--- config.mk ---
export PLATFORM = sky130hd
export DESIGN_NAME = muldiv_unit
export DESIGN_NICKNAME = d
export VERILOG_FILES = /design/src/rtl/muldiv_unit.sv
export SDC_FILE = /design/constraint.sdc
export NUM_CORES = 1
export LEC_CHECK = 0
export CORE_MARGIN = 1.5
export CORE_UTILIZATION = 36
export DETAILED_ROUTE_END_ITERATION = 8
export HOLD_SLACK_MARGIN = 0.12
export MAX_ROUTING_LAYER = met4
export PLACE_DENSITY_LB_ADDON = 0.08
export SLEW_MARGIN = 25
export SYNTH_ARGS = -nofsm -noshare
export SYNTH_HDL_FRONTEND = slang
export SYNTH_SLANG_ARGS = --single-unit
export TNS_END_PERCENT = 1
--- constraint.sdc ---
create_clock -name clock -period 7.95 [get_ports clock]
set_input_delay 0.795 -clock clock [delete_from_list [all_inputs] [get_ports clock]]
set_output_delay 0.795 -clock clock [all_outputs]
set_load 0.03 [all_outputs]
--- src/rtl/muldiv_unit.sv ---
// Iterative RV32M multiply/divide unit: one result bit per cycle on a shared
// shift/add-subtract datapath, with a sign fix-up cycle before completion.
module muldiv_unit #(
   parameter int XLEN = 32
) (
   input  logic            clock,
   input  logic            clear,
   input  logic            start,
   input  logic [2:0]      func,
   input  logic [XLEN-1:0] opA,
   input  logic [XLEN-1:0] opB,
   input  logic            kill,
   output logic            busy,
   output logic            done,
   output logic [XLEN-1:0] result
);

   localparam int CW = $clog2(XLEN);

   typedef enum logic [1:0] {IDLE, ITER, FIX, DONE} state_t;

   state_t            state_q, state_d;
   logic [2:0]        func_q, func_d;
   logic [CW-1:0]     cnt_q, cnt_d;
   logic [XLEN-1:0]   mag_q, mag_d;
   logic [2*XLEN-1:0] acc_q, acc_d;
   logic              neg_q, neg_d;
   logic              rem_neg_q, rem_neg_d;
   logic [XLEN-1:0]   result_q, result_d;

   // Launch-time operand decode
   logic            is_div_in, a_signed, b_signed, a_neg, b_neg;
   logic [XLEN-1:0] a_mag, b_mag;
   logic            div_zero, div_ovf, special;

   always_comb begin
      is_div_in = func[2];
      a_signed  = (func == 3'd1) || (func == 3'd2) || (func == 3'd4) || (func == 3'd6);
      b_signed  = (func == 3'd1) || (func == 3'd4) || (func == 3'd6);
      a_neg     = a_signed & opA[XLEN-1];
      b_neg     = b_signed & opB[XLEN-1];
      a_mag     = a_neg ? (~opA) + XLEN'(1) : opA;
      b_mag     = b_neg ? (~opB) + XLEN'(1) : opB;
      div_zero  = (opB == '0);
      div_ovf   = ((func == 3'd4) || (func == 3'd6)) &&
                  (opA == {1'b1, {(XLEN-1){1'b0}}}) && (&opB);
      special   = is_div_in && (div_zero || div_ovf);
   end

   // Shared datapath: acc holds {hi, lo} = product or {remainder, quotient}
   logic              is_div_q;
   logic [XLEN-1:0]   acc_hi, acc_lo;
   logic [XLEN:0]     rem_sh, add_a, add_b;
   logic [XLEN+1:0]   sum;

   always_comb begin
      is_div_q = func_q[2];
      acc_hi   = acc_q[2*XLEN-1:XLEN];
      acc_lo   = acc_q[XLEN-1:0];
      rem_sh   = {acc_hi, acc_lo[XLEN-1]};
      add_a    = is_div_q ? rem_sh : {1'b0, acc_hi};
      if (is_div_q) begin
         add_b = ~{1'b0, mag_q};
      end else if (acc_lo[0]) begin
         add_b = {1'b0, mag_q};
      end else begin
         add_b = '0;
      end
      // For divide, bit XLEN+1 is the no-borrow flag of rem_sh - divisor
      sum = {1'b0, add_a} + {1'b0, add_b} + {{(XLEN+1){1'b0}}, is_div_q};
   end

   // Sign fix-up and result selection
   logic [2*XLEN-1:0] prod_fix;
   logic [XLEN-1:0]   quot_fix, rem_fix, fix_val;

   always_comb begin
      prod_fix = neg_q ? (~acc_q) + (2*XLEN)'(1) : acc_q;
      quot_fix = neg_q ? (~acc_lo) + XLEN'(1) : acc_lo;
      rem_fix  = rem_neg_q ? (~acc_hi) + XLEN'(1) : acc_hi;
      case (func_q)
         3'd0:                 fix_val = prod_fix[XLEN-1:0];
         3'd1, 3'd2, 3'd3:     fix_val = prod_fix[2*XLEN-1:XLEN];
         3'd4, 3'd5:           fix_val = quot_fix;
         default:              fix_val = rem_fix;
      endcase
   end

   always_comb begin
      state_d   = state_q;
      func_d    = func_q;
      cnt_d     = cnt_q;
      mag_d     = mag_q;
      acc_d     = acc_q;
      neg_d     = neg_q;
      rem_neg_d = rem_neg_q;
      result_d  = result_q;

      case (state_q)
         IDLE, DONE: begin
            state_d = IDLE;
            if (start && !kill) begin
               func_d    = func;
               cnt_d     = CW'(XLEN-1);
               neg_d     = a_neg ^ b_neg;
               rem_neg_d = 1'b0;
               state_d   = special ? FIX : ITER;
               if (!is_div_in) begin
                  mag_d = a_mag;
                  acc_d = {{XLEN{1'b0}}, b_mag};
               end else if (div_zero) begin
                  // Preloaded so FIX passes the special results through untouched
                  neg_d = 1'b0;
                  acc_d = {opA, {XLEN{1'b1}}};
               end else if (div_ovf) begin
                  neg_d = 1'b0;
                  acc_d = {{XLEN{1'b0}}, opA};
               end else begin
                  mag_d     = b_mag;
                  acc_d     = {{XLEN{1'b0}}, a_mag};
                  rem_neg_d = a_neg;
               end
            end
         end
         ITER: begin
            if (kill) begin
               state_d = IDLE;
            end else begin
               if (is_div_q) begin
                  if (sum[XLEN+1]) begin
                     acc_d = {sum[XLEN-1:0], acc_lo[XLEN-2:0], 1'b1};
                  end else begin
                     acc_d = {rem_sh[XLEN-1:0], acc_lo[XLEN-2:0], 1'b0};
                  end
               end else begin
                  acc_d = {sum[XLEN:0], acc_lo[XLEN-1:1]};
               end
               cnt_d = cnt_q - CW'(1);
               if (cnt_q == '0) begin
                  state_d = FIX;
               end
            end
         end
         FIX: begin
            if (kill) begin
               state_d = IDLE;
            end else begin
               result_d = fix_val;
               state_d  = DONE;
            end
         end
         default: state_d = IDLE;
      endcase
   end

   always_ff @(posedge clock or posedge clear) begin
      if (clear) begin
         state_q   <= IDLE;
         func_q    <= '0;
         cnt_q     <= '0;
         mag_q     <= '0;
         acc_q     <= '0;
         neg_q     <= 1'b0;
         rem_neg_q <= 1'b0;
         result_q  <= '0;
      end else begin
         state_q   <= state_d;
         func_q    <= func_d;
         cnt_q     <= cnt_d;
         mag_q     <= mag_d;
         acc_q     <= acc_d;
         neg_q     <= neg_d;
         rem_neg_q <= rem_neg_d;
         result_q  <= result_d;
      end
   end

   assign busy   = (state_q == ITER) || (state_q == FIX);
   assign done   = (state_q == DONE);
   assign result = result_q;

endmodule

==> reports/qor.csv <==
stage;metric;value;unit
status;status;finished, final reports clean;
setup_path;reg2reg start;func_q[2];
global_routing;initial antenna violation count;1;
setup_path;Critical Path Start;func_q[2];
setup_path;Worst path slowest cell;nor2_2;
sta;final setup vio count;0;
run;maxcap violations;0;
yosys;post-synthesis sequential area ratio;0.259;
clock_network;H-tree levels;4;
route;Post-route DRC;0;
route;total number of vias;14036;
clock_network;Worst-Skew Late Latency;0.45;ns
die;core footprint;36800;µm²
finish;layout cell share with drive strength beyond 1;0.0792;
yosys;Synth Cell Area;13500;µm²
pwr;VDD IR-drop max;0.185;mV
route;met3 WL;3640;µm
sta;unrepaired setup endpoints after global routing;no;
route;DR iter-0 viols;1467;
global_routing;Overall Global Routing Usage;0.298;
sta;Highest Clock Rate;186;MHz
route;WL/cell;24.9;µm
route;WL final;56400;µm
yosys;EDFF count, synth;0;
yosys;Yosys reg bits;140;
global_routing;global-route wire length before repair;84200;µm
global_routing;total gr overflow;0;
finish;most common cell after layout, fill and taps aside;nand2_1;
sta;Setup TNS Final;0;ns
die;die height;197;µm
yosys;syn avg cell area;7.56;µm²
route;Post-Route M1 WL;24700;µm
worst_hold_path;min-delay src;result[15];
setup_path;Critical path buffers and inverters;2;
sta;Tightest Pin Transition;1.11;ns
setup_path;CP Cell Sequence;nor2_2 > buf_4 > nand2_1 > o21ai_0 > ha_1 > a2111o_1 > nand2b_1 > o211ai_1 > o22ai_1 > a21oi_1 > nor2b_2 > buf_4 > a2bb2oi_1 > o21ai_0 > mux2_2;
worst_hold_path;Min-Delay Endpoint;result[15];
setup_path;CP max FO;72;
placement;hpwl dp;43000;µm
setup_path;crit-path leading delay family;simple AND/OR/NAND/NOR gates;
pwr;Pwr Density;502;nW/µm²
yosys;area share of the largest cell type after synthesis;0.259;
die;initial core utilization;0.368;
yosys;synth top area cells;dfrtp_1 26%, o21ai_0 7.4%, xnor2_1 7.1%;
route;post-route ant nets;0;
setup_path;worst reg2reg endpoint;acc_q[45];
yosys;syn nets;1904;
route;top sig layer;met4;
sta;period utilization;0.676;
clock_network;clock transition at the registers of the reported paths;0.08;ns
sta;Worst Skew;0.0157;ns
route;first drt pass iteration count;7;
finish;Ant. Diodes;0;
clock_network;Setup Fix Bufs, Post-CTS;0;
finish;Final nets;1895;
yosys;ys async rst share;1.00;
die;IO Pins;105;
setup_path;reg-to-reg slack, setup;2.58;ns
sta;Tmin final;5.37;ns
route;met2 WL post-DR;26400;µm
setup_path;worst endpoint required time;8.28;ns
sta;Final Max Slew Viols;0;
clock_network;CTS max path bufs;2;
sta;Max-slew headroom;0.238;
clock_network;total CTS buffers;17;
setup_path;r2r worst-path depth;15;
clock_network;CTS resizes;0;
clock_network;Sink Count;140;
die;row cnt;70;
finish;commonest non-fill, non-tap cells in the layout;239 x nand2_1, 199 x o21ai_0, 139 x dfrtp_1;
setup_path;Worst EP arrival;5.71;ns
yosys;synth warn;0;
worst_hold_path;hold path depth;2;
global_routing;largest net degree at the start of global routing;93;
setup_path;Crit path largest cell delay;0.92;ns
setup_path;WS Path Type;reg2reg;
die;Die Wd;197;µm
yosys;synth unique cells;72;
yosys;Mapped Cells;1790;
placement;I/O Buffers;104;
worst_hold_path;Worst Hold Class;reg2reg;
clock_network;Clk Tree Root Cell;clkbuf_16;
setup_path;Setup crit end kind;flip-flop;
sta;final hold vios;0;
global_routing;vias in the first global route;13234;
die;Die ar.;38800;µm²
yosys;Primary FF master, synth;dfrtp_1;
finish;Syn-to-layout area delta;13.6;%
route;drt via density;6.21;
yosys;cell taking the most area after synthesis;dfrtp_1;
pwr;Final Total Pwr;0.00772;W
placement;global placement routability congestion;0.923;
setup_path;CP Launch Type;flip-flop;
pwr;leak pwr;5.86;nW
clock_network;post-cts hold buffer count;0;
clock_network;CTS tree;yes;
[logic make-up (layout without fill, tap and decap cells)]
group,Yosys count,in the layout,share of synthesized area
multiplexers,99,99,0.0779
adder cells (fa/ha/maj),43,43,0.0409
flip-flops,140,140,0.259
AND/OR/NAND/NOR,568,568,0.196
buffers and inverters,193,197,0.0543
XOR/XNOR,170,170,0.110
AO/OA/AOI/OAI,577,577,0.263
[metal layers]
metal | GRT usage | up-vias
li1 | - | 6494
met1 | 0.387 | 6855
met2 | 0.475 | 613
met3 | 0.0467 | 74
met4 | 0.0961 | 0
met5 | - | -
[cell type report]
type	instances	area, µm²
Clock buffer	17	425
Clock inverter	15	176
Fill cell	3832	21400
Inverter	38	148
Multi-Input combinational cell	1457	9330
Sequential cell	140	3510
Tap cell	468	586
Timing Repair Buffer	127	1210
[through the flow]
stage / util / setup WS [ns] / area (µm²) / hold slack [ns] / instances
after floorplan: - / 3.40 / 13500 / 0.451 / 1790
after global placement: 0.402 / 2.43 / 14800 / 0.461 / 2230
after detailed placement: 0.402 / 2.33 / 14800 / 0.468 / 2230
after CTS: 0.418 / 2.30 / 15400 / 0.484 / 2262
after global routing: 0.418 / 2.19 / 15400 / 0.502 / 2262
final: 0.418 / 2.58 / 15400 / 0.474 / 2262
[report_power, final]
part	internal, W	total [W]	switching (W)
Sequential	0.00105	0.00182	0.000761
Clock	0.000474	0.000857	0.000383
Combinational	0.00200	0.00505	0.00305
[state kept, by name, indices dropped and copies added, names as in the netlist]
signal,cells
neg_q,1
mag_q,32
func_q,3
result,32
cnt_q,5
state_q,2
rem_neg_q,1
acc_q,64
[worst max-delay path by stage]
stage,endpoint,slack [ns],depth (start not counted)
final,acc_q[45],2.58,15
after global routing,acc_q[45],2.19,13
after CTS,acc_q[45],2.30,13
after detailed placement,acc_q[45],2.33,13
after global placement,acc_q[45],2.43,13
after floorplan,acc_q[0],3.40,1
[worst min-delay path, stage by stage (launching register included)]
cell,delay (ns)
dfrtp_1,0.34
nand2_1,0.05
o21ai_0,0.06
[Yosys cell counts (25+ instances only)]
cell        n
a31oi_1    30
mux2_2     51
clkbuf_1  141
mux2i_1    48
nor2_1    126
dfrtp_1   140
nand2_1   240
o22ai_1    33
o31ai_1    25
o21ai_0   199
ha_1       41
nor3_1     38
a21oi_1   136
a221oi_1   27
xor2_1     60
xnor2_1   110
inv_1      36
No activity file was read; power rests on OpenSTA's default activity.
